**config.mk**
```make
export PLATFORM = sky130hd
export DESIGN_NAME = fios_mm_arbiter
export DESIGN_NICKNAME = d
export VERILOG_FILES = /design/src/rtl/fios_mm_arbiter.sv
export SDC_FILE = /design/constraint.sdc
export NUM_CORES = 1
export LEC_CHECK = 0
export BUFFER_PORTS_ARGS = -buffer_cell sky130_fd_sc_hd__buf_2
export CORE_AREA = 2 2 397 399
export CTS_BUF_LIST = sky130_fd_sc_hd__clkbuf_2 sky130_fd_sc_hd__clkbuf_4 sky130_fd_sc_hd__clkbuf_8
export CTS_CLUSTER_DIAMETER = 200
export DETAILED_ROUTE_END_ITERATION = 8
export DIE_AREA = 0 0 399 401
export GPL_TIMING_DRIVEN = 0
export SETUP_SLACK_MARGIN = 0.02
export SYNTH_ARGS = -nofsm -noshare
export SYNTH_HDL_FRONTEND = slang
export SYNTH_SLANG_ARGS = --single-unit
```
**constraint.sdc**
```tcl
create_clock -name clock_i -period 2.2 [get_ports clock_i]
set_input_delay 0.11 -clock clock_i [delete_from_list [all_inputs] [get_ports clock_i]]
set_output_delay 0.11 -clock clock_i [all_outputs]
set_load 0.01 [all_outputs]
```
**src/rtl/fios_mm_arbiter.sv**
```systemverilog
// Round-robin arbiter sharing one FIOS Montgomery multiplier among NREQ requesters.
// Optional watchdog abort path enabled by defining FIOS_MM_ARBITER_WDOG_EN.
module fios_mm_arbiter #(
   parameter int NREQ        = 4,
   parameter int s           = 8,
   parameter int PE_NB       = 8,
   parameter int WDOG_CYCLES = 4096
) (
   input  logic                      clock_i,
   input  logic                      reset_n_i,
   input  logic [NREQ-1:0]           req_i,
   output logic [NREQ-1:0]           gnt_o,
   input  logic [NREQ*17-1:0]        req_p_prime_0_i,
   input  logic [NREQ*PE_NB*17-1:0]  req_a_i,
   input  logic [NREQ*17-1:0]        req_b_i,
   input  logic [NREQ*17-1:0]        req_p_i,
   output logic [NREQ-1:0]           a_shift_o,
   output logic [NREQ-1:0]           b_fetch_o,
   output logic [NREQ-1:0]           p_fetch_o,
   output logic [NREQ-1:0]           res_valid_o,
   output logic [16:0]               res_o,
   output logic [NREQ-1:0]           job_done_o,
   output logic [NREQ-1:0]           abort_o,
   output logic                      err_o,
   output logic                      busy_o,
   output logic                      mm_start_o,
   output logic                      mm_flush_o,
   output logic [16:0]               mm_p_prime_0_o,
   output logic [16:0]               mm_b_o,
   output logic [16:0]               mm_p_o,
   output logic [PE_NB*17-1:0]       mm_a_o,
   input  logic                      mm_a_shift_i,
   input  logic                      mm_b_fetch_i,
   input  logic                      mm_p_fetch_i,
   input  logic                      mm_res_push_i,
   input  logic                      mm_done_i,
   input  logic [16:0]               mm_res_i
);
   localparam int IW = $clog2(NREQ);
   localparam int CW = $clog2(s + 1);
   localparam int AW = PE_NB * 17;

   if (NREQ < 2 || NREQ > 8 || s < 1 || WDOG_CYCLES < 2) begin : g_bad_param
      $error("fios_mm_arbiter: parameter out of range");
   end

   typedef enum logic [2:0] {IDLE, GRANT, START, RUN, DONE, FLUSH} state_t;

   state_t          state, state_nxt;
   logic [IW-1:0]   owner, rr_ptr, pick, sel;
   logic            pick_vld;
   logic [CW-1:0]   res_cnt;
   logic [NREQ-1:0] owner_oh;
   logic            run, strobe_any, flush_first, job_end;

   function automatic logic [IW-1:0] wrap_add(input logic [IW-1:0] base, input int k);
      int t;
      t = int'(base) + k;
      if (t >= NREQ) t -= NREQ;
      return IW'(t);
   endfunction

   // Scan downward so the first set bit at or after rr_ptr wins.
   always_comb begin
      pick     = '0;
      pick_vld = 1'b0;
      for (int k = NREQ - 1; k >= 0; k--) begin
         if (req_i[wrap_add(rr_ptr, k)]) begin
            pick     = wrap_add(rr_ptr, k);
            pick_vld = 1'b1;
         end
      end
   end

   assign owner_oh   = NREQ'(1) << owner;
   assign run        = (state == RUN);
   assign strobe_any = mm_a_shift_i | mm_b_fetch_i | mm_p_fetch_i | mm_res_push_i | mm_done_i;
   assign job_end    = (state == DONE) | flush_first;

   // Operand mux parks on requester 0 while idle.
   assign sel            = (state == IDLE) ? '0 : owner;
   assign mm_a_o         = req_a_i[sel*AW +: AW];
   assign mm_b_o         = req_b_i[sel*17 +: 17];
   assign mm_p_o         = req_p_i[sel*17 +: 17];
   assign mm_p_prime_0_o = req_p_prime_0_i[sel*17 +: 17];
   assign res_o          = mm_res_i;

   assign a_shift_o   = {NREQ{run & mm_a_shift_i}}  & owner_oh;
   assign b_fetch_o   = {NREQ{run & mm_b_fetch_i}}  & owner_oh;
   assign p_fetch_o   = {NREQ{run & mm_p_fetch_i}}  & owner_oh;
   assign res_valid_o = {NREQ{run & mm_res_push_i}} & owner_oh;

`ifdef FIOS_MM_ARBITER_WDOG_EN
   localparam int WW = $clog2(WDOG_CYCLES + 1);
   logic [WW-1:0] wdog_cnt;
   logic          flush_ph;

   always_ff @(posedge clock_i) begin
      if (!reset_n_i) begin
         wdog_cnt <= '0;
         flush_ph <= 1'b0;
      end else begin
         if (state == START)  wdog_cnt <= '0;
         else if (run)        wdog_cnt <= wdog_cnt + 1'b1;
         flush_ph <= (state == FLUSH) && !flush_ph;
      end
   end

   assign flush_first = (state == FLUSH) && !flush_ph;
   assign abort_o     = {NREQ{flush_first}} & owner_oh;
   assign mm_flush_o  = flush_first;
`else
   assign flush_first = 1'b0;
   assign abort_o     = '0;
   assign mm_flush_o  = 1'b0;
`endif

   always_comb begin
      state_nxt  = state;
      gnt_o      = '0;
      job_done_o = '0;
      mm_start_o = 1'b0;
      busy_o     = (state != IDLE);
      case (state)
         IDLE:  if (pick_vld) state_nxt = GRANT;
         GRANT: begin
            gnt_o     = owner_oh;
            state_nxt = START;
         end
         START: begin
            gnt_o      = owner_oh;
            mm_start_o = 1'b1;
            state_nxt  = RUN;
         end
         RUN: begin
            gnt_o = owner_oh;
            if (mm_done_i) state_nxt = DONE;
`ifdef FIOS_MM_ARBITER_WDOG_EN
            else if (wdog_cnt == WW'(WDOG_CYCLES - 1)) state_nxt = FLUSH;
`endif
         end
         DONE: begin
            gnt_o      = owner_oh;
            job_done_o = owner_oh;
            state_nxt  = IDLE;
         end
         FLUSH: begin
            job_done_o = {NREQ{flush_first}} & owner_oh;
`ifdef FIOS_MM_ARBITER_WDOG_EN
            if (flush_ph) state_nxt = IDLE;
`else
            state_nxt = IDLE;
`endif
         end
         default: state_nxt = IDLE;
      endcase
   end

   always_ff @(posedge clock_i) begin
      if (!reset_n_i) begin
         state   <= IDLE;
         owner   <= '0;
         rr_ptr  <= '0;
         res_cnt <= '0;
         err_o   <= 1'b0;
      end else begin
         state <= state_nxt;
         if (state == IDLE && pick_vld) owner <= pick;
         if (state == START)
            res_cnt <= '0;
         else if (run && mm_res_push_i && res_cnt != CW'(s))
            res_cnt <= res_cnt + 1'b1;
         if (job_end) rr_ptr <= wrap_add(owner, 1);
         // Strobes outside RUN, short result, or watchdog abort are all protocol errors.
         if ((!run && strobe_any) || (state == DONE && res_cnt != CW'(s)) || flush_first)
            err_o <= 1'b1;
      end
   end
endmodule

```
Word level (Yosys, flattened, before mapping)
Cells that the tools add are included.

Logic and storage cells: 91. Output and inout bits: 236. Register bits: 12. Input port bits: 776.

Muxes and demuxes: 28. Equality and inequality tests: 7. Order comparisons: 9. $mul: 2. Add/sub/neg operators: 10. Reductions and logical operators: 12. Shift operators: 5. Bitwise operators: 13.

Operator list (count): 544-bit by 11-bit indexed part select with 136-bit output (1); 68-bit by 8-bit indexed part select with 17-bit output (3); 2-bit two-way mux (10); 4-bit bitwise AND (4); 2-bit by 5-bit multiplier with 7-bit output, second input constant (2); 3-bit >= comparator, second input constant (4); 2-bit by 3-bit less-than comparator with 1-bit output, second input constant (4); 3-bit one-hot mux with 4 select lines (1); 2-bit by 1-bit subtractor with 2-bit output, second input constant (5); 1-bit two-way mux (9); 1-bit binary-select mux with 2-bit select (4); 4-bit two-way mux (2); 2-bit by 1-bit adder with 3-bit output, second input constant (2); 2-bit by 2-bit adder with 3-bit output, second input constant (2); 3-bit by 2-bit equality test with 1-bit output, second input constant (2); 3-bit two-way mux (2); 1-bit logical AND (5); 4-bit by 1-bit adder with 4-bit output, second input constant (1); 1-bit bitwise AND (4); 2-bit != test, second input constant (2); 4-bit != test, second input constant (1); 1-bit bitwise OR (4); 4-bit OR reduction (1); 1-bit by 2-bit << shifter with 4-bit output, first input constant (1); other kinds (10) (10).

Depth between registers and ports, before layout
Gate-level depths: netlist of run 1.

Word-level depth: 11. Depth in mapped cells: 8. Depth with buffers taken out: 6.

Worst setup path before layout of run 1
Ideal clock, no wire load.

Kind: register to output. Start: reg state[0]. End: out mm_p_o[10]. Cell stages (with the launch flop): 9. Buffers on the path: 3. Setup slack: 0.544 ns. Required time: 2.090 ns. Arrival time: 1.546 ns. Cell sequence: dfxtp_1 > buf_2 > nor3_4 > inv_2 > nand3_2 > buf_4 > buf_6 > o22ai_1 > a21oi_1.

Longest elaborated chain between the ends: 4.

Ends and longest elaborated chain: start: declaration (line 49) `state_t state, state_nxt;`; start signal: assignment (line 167) `state <= state_nxt;`; 3-bit zero test (line 81) `assign sel = (state == IDLE) ? '0 : owner;`; 2-bit two-way mux (line 81); 2-bit by 5-bit multiplier with 7-bit output (line 84) `assign mm_p_o = req_p_i[sel*17 +: 17];`; 68-bit by 8-bit indexed part select with 17-bit output (line 84); end: declaration (line 30) `output logic [16:0] mm_p_o,`.

No other way between the ends.

Worst setup path in the final report of run 1
Start: reg owner[1]. End: out mm_a_o[93].

Longest elaborated chain between the ends: 3.

Ends and longest elaborated chain: start: declaration (line 50) `logic [IW-1:0] owner, rr_ptr, pick, sel;`; start signal: assignment (line 168) `if (state == IDLE && pick_vld) owner <= pick;`; 2-bit two-way mux (line 81); 2-bit by 5-bit multiplier with 7-bit output (line 82) `assign mm_a_o = req_a_i[sel*AW +: AW];`; 544-bit by 11-bit indexed part select with 136-bit output (line 82); end: declaration (line 31) `output logic [PE_NB*17-1:0] mm_a_o,`.

No other way between the ends.

==> results of run 1 <==
[kinds of logic (layout without fill, tap and decap cells)]
family	after synthesis	count (layout)	share of synthesized area
AOI/OAI and AO/OA	392	392	0.402
xor gates and xnor gates	4	4	0.00633
adders and majority gates	6	6	0.0136
buffers and inverters	117	1195	0.124
DFF	12	12	0.0434
muxes	189	189	0.342
other	1	69	0.000677
and+or+nand+nor	60	60	0.0678
[stage by stage]
| step | std cells | util | area [sq um] | hold slack (ns) | setup WS [ns] |
|---|---|---|---|---|---|
| finish | 3985 | 0.115 | 17900 | 0.229 | -0.0684 |
| global route | 3956 | 0.114 | 17800 | 0.257 | -0.146 |
| CTS | 3891 | 0.103 | 16000 | 0.231 | -0.182 |
| detailed placement | 3834 | 0.0843 | 13100 | 0.405 | -1.32 |
| global placement | 3832 | 0.0840 | 13100 | 0.406 | -2.49 |
| floorplan | 785 | - | 5550 | 0.256 | 0.544 |
[cell usage in the layout (no fill, tap or decap), types with 5 or more instances in the layout]
cell,netlist,final
a21oi_1,188,78
dfxtp_1,12,7
a21oi_4,0,9
buf_2,20,903
a21oi_2,1,102
conb_1,1,5
clkbuf_4,0,18
and3_1,21,21
o22ai_4,0,80
clkbuf_8,0,10
buf_4,25,93
o22ai_2,0,67
inv_1,7,5
and2_1,10,10
mux2i_4,0,7
clkbuf_2,1,13
ha_1,6,6
clkbuf_16,0,15
o22ai_1,187,40
nor2_1,8,8
o21ai_0,7,6
mux2i_2,0,7
buf_16,0,16
diode_2,0,64
buf_6,17,62
buf_12,0,39
buf_8,0,15
mux2i_1,186,172
[area by class of cell]
class	instances	area share
Buffer	105	0.0726
Tap cell	2058	0.144
Clock buffer	4	0.00308
Inverter	8	0.00224
Antenna cell	64	0.00896
Timing Repair Buffer	1078	0.377
Sequential cell	12	0.0143
Multi-Input combinational cell	656	0.378
[flip-flops by register name (all words and copies together), names as in the netlist]
signal and flops:
rr_ptr 2, err_o 1, state 3, res_cnt 4, owner 2
[report_power, final]
part / internal [mW] / switching, mW
logic: 2.19 / 2.65
clock network: 0.159 / 0.0925
registers: 0.226 / 0.0113
[timing repair]
action | in CTS | in global routing
pin swaps | 36 | 30
gates resized for setup | 491 | 277
setup buffers | 48 | 24
endpoints found under the setup margin | 188 | 180
gates cloned | 9 | 14
[final timing paths]
path | end | slack [ns] | depth (start not counted)
hold reg to reg | res_cnt[3] | 0.54 | 2
setup / recovery | mm_a_o[93] | -0.07 | 10
setup reg to reg | res_cnt[2] | 0.32 | 6
hold / removal | res_cnt[1] | 0.23 | 3
[layer usage]
layer,GRT usage,vias to the layer above,part of all wire
met5,0,-,0.0015
met3,0.0639,392,0.12
met2,0.267,1313,0.49
met1,0.156,6322,0.34
li1,-,5346,-
met4,0.0677,26,0.059
[worst max-delay path: stages (launching register included)]
cell and delay (ns):
dfxtp_2 0.35, buf_8 0.12, clkinvlp_4 0.09, a21oi_4 0.25, clkbuf_16 0.22, buf_16 0.15, buf_12 0.13, buf_12 0.12
o22ai_2 0.07, a21oi_2 0.20, buf_2 0.18
==> results.json, run 1 <==
{
  "track_usage": 0.152,
  "fillers": 18000,
  "drt_wl_total_um": 133000,
  "dr.pass1.iters": 5,
  "synth_area_per_cell_sq_um": 7.09,
  "via_per_inst": 3.36,
  "cts_root_buf": "clkbuf_8",
  "core-area_sq_um": 156000,
  "hold_buffers": 0,
  "seq_area_sq_um": 256,
  "synth_top_area_cell": "mux2i_1",
  "worstSetupStartpoint": "owner[1]",
  "ios": 1012,
  "cts.htree.levels": 1,
  "drive_gt1_frac": 0.790,
  "clk_pin_slew_worst_paths_ns": 0.06,
  "violations": "negative setup slack",
  "dpl.hpwl_um": 117000,
  "nNetsFinal": 2646,
  "synth_seq_cells": 12,
  "die_h_um": 401,
  "grt_pass1_wl_um": 152000,
  "rsz0062_at_grt": "true",
  "initial_core_util": 0.0356,
  "clock_sinks": 12,
  "fin_skew_ns": 0.00378,
  "place_congestion": 1.27,
  "max_freq_mhz": 441,
  "reg2reg_from": "state[2]",
  "min_period_over_period": 1.03,
  "dieArea_sq_um": 160000,
  "clk_path_buf_depth": 2,
  "drc": 0,
  "synthArstFlopShare": 0,
  "crit_arrival_ns": 2.16,
  "antenna_left": 0,
  "finalSetupViolCount": 43,
  "synth_cells": 781,
  "seq_area_frac_synth": 0.0434,
  "synth_most_common_cell": "a21oi_1",
  "critPathLaunchType": "register",
  "wl_per_cell_um": 33.3,
  "row_count": 145,
  "hp-class": "in2reg",
  "drtIter0Drc": 1310,
  "synth-edff-count": 0,
  "cap_violations": 0,
  "synth_common_cells": "a21oi_1 (188), o22ai_1 (187), mux2i_1 (186)",
  "synthTopCellsByArea": "mux2i_1 (34%), o22ai_1 (21%), a21oi_1 (17%)",
  "multiInputGateArea_sq_um": 6760,
  "yosys_warnings": 0,
  "ir_worst_vdd_v": 0.000175,
  "leakage_nw": 7.35,
  "cts_buffers": 3,
  "vias": 13400,
  "critPathRequiredTime_ns": 2.09,
  "die_w_um": 399,
  "worst_pin_slew_ns": 1.12,
  "netlist.area_leader.share": 0.336,
  "worstSetupEndpointType": "output port",
  "worst_skew_pair.late_latency_ns": 0.25,
  "slew_headroom": 0.245,
  "io_buffers": 989,
  "fin_setup_tns_ns": -1.23,
  "outcome": "complete, but fails checks",
  "synth_cell_types": 43,
  "areaGrowthSynthToFinish_pct": 223,
  "crit_fanout": 5,
  "power_mw": 5.33,
  "grt_start_max_net_pins": 11,
  "power_density_nw_per_um2": 298,
  "criticalPathCategory": "reg2out",
  "finalHoldViolCount": 0,
  "netlist_area_sq_um": 5540,
  "fin_ws_ns": -0.0684,
  "fin_crit_ns": 2.27,
  "maxSlewViolCount": 0,
  "overflow": 0,
  "hold_start": "reset_n_i",
  "antenna_found_initial": 177,
  "synth_flop_cell": "dfxtp_1",
  "grt_pass1_vias": 12100,
  "cts_tree": "built"
}
No activity file was read; power rests on OpenSTA's default activity.
==> run 2: changes to the inputs <==
ABC_AREA = 1   (was default)
CORE_AREA = 2 2 390 392   (was 2 2 397 399)
DIE_AREA = 0 0 392 394   (was 0 0 399 401)
==> results.json, run 2 <==
{
  "grt_pass1_vias": 14500,
  "io_buffers": 989,
  "clk_path_buf_depth": 2,
  "slew_headroom": 0.641,
  "die_w_um": 392,
  "dpl.hpwl_um": 123000,
  "synth-edff-count": 0,
  "synthArstFlopShare": 0,
  "grt_pass1_wl_um": 165000,
  "rr_worst_depth": 11,
  "vias": 15300,
  "synth_cell_types": 28,
  "reg2reg_slack_ns": 0.53,
  "fin_ws_ns": -0.253,
  "violations": "negative setup slack",
  "top_register": "res_cnt",
  "ir_worst_vdd_v": 0.000175,
  "synth_most_common_cell": "nor2_1",
  "worstSetupEndpointType": "output port",
  "areaGrowthSynthToFinish_pct": 208,
  "final_common_cell": "buf_2",
  "synth_flop_cell": "dfxtp_1",
  "netlist.area_leader.share": 0.352,
  "max_freq_mhz": 408,
  "drive_gt1_frac": 0.682,
  "nNetsFinal": 3120,
  "antenna_found_initial": 93,
  "clock_sinks": 12,
  "worst_skew_pair.late_latency_ns": 0.24,
  "seq_area_sq_um": 248,
  "hold_buffers": 0,
  "die_h_um": 394,
  "wl_per_cell_um": 31.8,
  "synth_seq_cells": 12,
  "final_cell_mix": "buf_2 (948), nor2_1 (482), o32ai_2 (96)",
  "power_density_nw_per_um2": 357,
  "finalSetupViolCount": 177,
  "multiInputGateArea_sq_um": 8270,
  "cts_buffers": 3,
  "antenna_left": 0,
  "fin_skew_ns": 0.00162,
  "fin_crit_ns": 2.45,
  "cap_violations": 0,
  "track_usage": 0.168,
  "drtIter0Drc": 1136,
  "initial_core_util": 0.0425,
  "cts.htree.levels": 1,
  "via_per_inst": 3.48,
  "critPathLaunchType": "register",
  "outcome": "complete, but fails checks",
  "clk_pin_slew_worst_paths_ns": 0.05,
  "critPathRequiredTime_ns": 2.09,
  "core-area_sq_um": 151000,
  "finalHoldViolCount": 0,
  "dieArea_sq_um": 154000,
  "top_regs": "res_cnt x4, state x3",
  "worst_pin_slew_ns": 0.538,
  "placed_cell_area_sq_um": 14000,
  "rsz0062_at_grt": "true",
  "synth_common_cells": "nor2_1 (600), o21ai_0 (190), o32ai_1 (187)",
  "crit_fanout": 7,
  "fillers": 17600,
  "synthTopCellsByArea": "nor2_1 (35%), o32ai_1 (26%), o21ai_0 (15%)",
  "grt_start_max_net_pins": 11,
  "synth_cells": 1253,
  "min_path_cells": 3,
  "row_count": 143,
  "drc": 0,
  "leakage_nw": 8.22,
  "overflow": 0,
  "place_congestion": 0.972,
  "criticalPathCategory": "reg2out",
  "synth_area_per_cell_sq_um": 5.11,
  "ios": 1012,
  "netlist_area_sq_um": 6400,
  "stdcell_area_sq_um": 19700,
  "yosys_warnings": 0,
  "hp-class": "in2reg",
  "cts_tree": "built",
  "synth_top_area_cell": "nor2_1",
  "min_period_over_period": 1.12,
  "maxSlewViolCount": 0,
  "dr.pass1.iters": 5,
  "fin_setup_tns_ns": -16.34,
  "seq_area_frac_synth": 0.0375,
  "cts_root_buf": "clkbuf_8",
  "largest_reg_flops": 4,
  "crit_arrival_ns": 2.34,
  "drt_wl_total_um": 139000
}
==> run 2: changes by cell type after synthesis, moves of 41 or more <==
cell     before  now
a21oi_1     188   10
mux2i_1     186    0
nand2_1       3   44
nor2_1        8  600
o21ai_0       7  190
o22ai_1     187    0
o32ai_1       1  187
==> run 2: layout make-up <==
cell class | count | area share
multi-input combinational | 1068 | 0.420
timing repair buffer | 1081 | 0.331
tap | 2030 | 0.129
buffer | 141 | 0.0960
sequential | 12 | 0.0126
inverter | 31 | 0.00736
clock buffer | 4 | 0.00279
antenna | 15 | 0.00190
==> run 2: power breakdown <==
part / internal [mW] / switching (mW)
registers: 0.231 / 0.0148
clock network: 0.158 / 0.0871
logic: 2.70 / 3.85
==> run 2: layer usage <==
| metal | track usage | routed length, um | vias to the layer above |
|---|---|---|---|
| met5 | 0 | 68 | - |
| met4 | 0.0284 | 4060 | 10 |
| met3 | 0.0489 | 12700 | 226 |
| met2 | 0.285 | 65200 | 1008 |
| met1 | 0.212 | 57200 | 7432 |
| li1 | - | - | 6589 |
==> run 2: logic make-up after synthesis <==
family,after synthesis,share of synthesized area
other cells,1,0.000585
compound gates,390,0.416
buf+inv,177,0.131
xor+xnor,1,0.00137
simple gates,666,0.402
flops,12,0.0375
fa+ha+maj,6,0.0117
==> run 2: repair_timing <==
item                                    4_1_cts  5_1_grt
gates resized for setup                     789      411
endpoints found under the setup margin      187      187
buffers inserted                             37       41
pin swaps                                    35       67
gates cloned                                  6        8
endpoints found under the hold margin         0        0
==> run 2: worst paths after layout <==
kind / from / endpoint
max: state[0] / mm_b_o[11]
min: mm_done_i / state[2]
max reg2reg: rr_ptr[0] / state[0]
min reg2reg: owner[0] / rr_ptr[0]
==> run 2: metrics by stage <==
step / utilization / hold WS, ns / instances / setup slack, ns / power [mW]
after floorplan: - / 0.236 / 1257 / 0.558 / 1.88
after global placement: 0.0923 / 0.381 / 4276 / -1.78 / 4.96
after detailed placement: 0.0927 / 0.390 / 4282 / -1.80 / 4.98
after CTS: 0.117 / 0.124 / 4329 / -0.291 / 6.41
after global routing: 0.131 / 0.129 / 4376 / -0.273 / 7.39
final: 0.131 / 0.126 / 4382 / -0.253 / 7.04
==> run 2: worst max-delay path, cell delays in order, from the launching register on <==
cell,delay (ns)
dfxtp_4,0.36
nor2_4,0.14
inv_4,0.06
nor2_8,0.15
nor2_4,0.06
buf_12,0.15
buf_16,0.15
clkbuf_16,0.15
buf_12,0.14
o32ai_4,0.49
buf_6,0.20
==> run 3: changes to the inputs <==
CELL_PAD_IN_SITES_DETAIL_PLACEMENT = 2   (was default)
CELL_PAD_IN_SITES_GLOBAL_PLACEMENT = 2   (was default)
CORE_AREA = 2 2 391 393   (was 2 2 390 392)
DIE_AREA = 0 0 393 395   (was 0 0 392 394)
PLACE_DENSITY_LB_ADDON = 0.1   (was default)
==> results.json, run 3 (same netlist as run 2, synthesis figures left out) <==
{
  "fin_ws_ns": -0.139,
  "power_mw": 5.76,
  "fillers": 18100,
  "row_count": 143,
  "grt_start_max_net_pins": 12,
  "cts_tree": "built",
  "placed_cell_area_sq_um": 13900,
  "top_register": "res_cnt",
  "min_period_over_period": 1.06,
  "critPathRequiredTime_ns": 2.09,
  "drive_gt1_frac": 0.637,
  "dr.pass1.iters": 5,
  "max_freq_mhz": 428,
  "nNetsFinal": 3090,
  "areaGrowthSynthToFinish_pct": 185,
  "worst_pin_slew_ns": 0.568,
  "leakage_nw": 7.86,
  "drt_wl_total_um": 111000,
  "maxSlewViolCount": 0,
  "io_buffers": 989,
  "outcome": "complete, but fails checks",
  "clk_pin_slew_worst_paths_ns": 0.06,
  "initial_core_util": 0.0424,
  "overflow": 0,
  "vias": 14200,
  "fin_crit_ns": 2.34,
  "place_congestion": 0.839,
  "cts.htree.levels": 1,
  "largest_reg_flops": 4,
  "multiInputGateArea_sq_um": 7280,
  "cap_violations": 0,
  "antenna_left": 0,
  "wl_per_cell_um": 25.4,
  "track_usage": 0.132,
  "rr_worst_depth": 11,
  "crit_fanout": 7,
  "dieArea_sq_um": 155000,
  "fin_skew_ns": 0.000948,
  "worstSetupEndpointType": "output port",
  "drtIter0Drc": 396,
  "post-route-util": 0.121,
  "reg2reg_slack_ns": 0.45,
  "power_density_nw_per_um2": 315,
  "hp-class": "in2reg",
  "finalHoldViolCount": 0,
  "min_path_cells": 3,
  "drc": 0,
  "worst_skew_pair.late_latency_ns": 0.24,
  "clk_path_buf_depth": 2,
  "criticalPathCategory": "reg2out",
  "rsz0062_at_grt": "true",
  "dpl.hpwl_um": 92700,
  "die_h_um": 395,
  "ios": 1012,
  "clock_sinks": 12,
  "seq_area_sq_um": 250,
  "crit_arrival_ns": 2.23,
  "critPathLaunchType": "register",
  "cts_root_buf": "clkbuf_8",
  "via_per_inst": 3.26,
  "ir_worst_vdd_v": 0.0000711,
  "dp_slack_ns": -1.45,
  "grt_pass1_vias": 16000,
  "final_cell_mix": "buf_2 (939), nor2_1 (516), o32ai_2 (119)",
  "die_w_um": 393,
  "hold_buffers": 0,
  "violations": "negative setup slack",
  "antenna_found_initial": 75,
  "dpl.cell_count": 4277,
  "grt_pass1_wl_um": 141000,
  "core-area_sq_um": 151000,
  "top_regs": "res_cnt x4, state x3",
  "finalSetupViolCount": 106,
  "slew_headroom": 0.617,
  "final_common_cell": "buf_2",
  "final_cell_count_no_fill": 4372,
  "cts_buffers": 3,
  "stdcell_area_sq_um": 18300
}
run 3: cell type report:
type,instances,area share
antenna,35,0.00480
buffer,145,0.0963
tap,2030,0.139
clock buffer,4,0.00302
inverter,31,0.00782
timing repair inverter,1,0.000617
sequential,12,0.0137
timing repair buffer,1046,0.336
multi-input combinational,1068,0.399
run 3: worst max-delay path: stages (launching register included):
cell,delay [ns]
dfxtp_4,0.35
nor2_4,0.11
inv_2,0.07
nor2_8,0.16
nor2_8,0.06
buf_12,0.15
clkinv_16,0.08
buf_16,0.17
buf_12,0.12
clkbuf_16,0.14
nor2_2,0.05
o32ai_4,0.31
buf_6,0.16
run 3: path summary, 6_finish.rpt:
kind                                    to  startpoint
worst min-delay path              state[2]   mm_done_i
worst max-delay path            mm_a_o[66]    state[0]
worst min register to register   rr_ptr[0]    owner[0]
worst max register to register    state[0]   rr_ptr[0]
run 3: per-stage QoR:
| stage | setup TNS (ns) | hold WS (ns) |
|---|---|---|
| after global placement | -106.62 | 0.404 |
| after CTS | -24.38 | 0.138 |
| final | -4.96 | 0.141 |
| after global routing | -25.22 | 0.156 |
| after floorplan | 0 | 0.236 |
| after detailed placement | -103.16 | 0.406 |
run 3: what timing repair did:
item                                    CTS  global route
pin swaps                                31            59
endpoints found under the setup margin  187           187
cloned                                   10            12
setup buffers                            27             9
gates resized for setup                 487           408
run 3: metal layers:
metal | up-vias | routed length (um) | global-route usage
met5 | - | 274 | 0
met4 | 40 | 1610 | 0.0208
met3 | 128 | 6480 | 0.0290
met2 | 587 | 58500 | 0.249
met1 | 6929 | 44300 | 0.152
li1 | 6550 | - | -
run 3: power by group:
group	leakage [nW]	internal (mW)	switching (mW)
logic	7.73	2.39	2.87
registers	0.100	0.231	0.0137
clock network	0.0290	0.158	0.0886
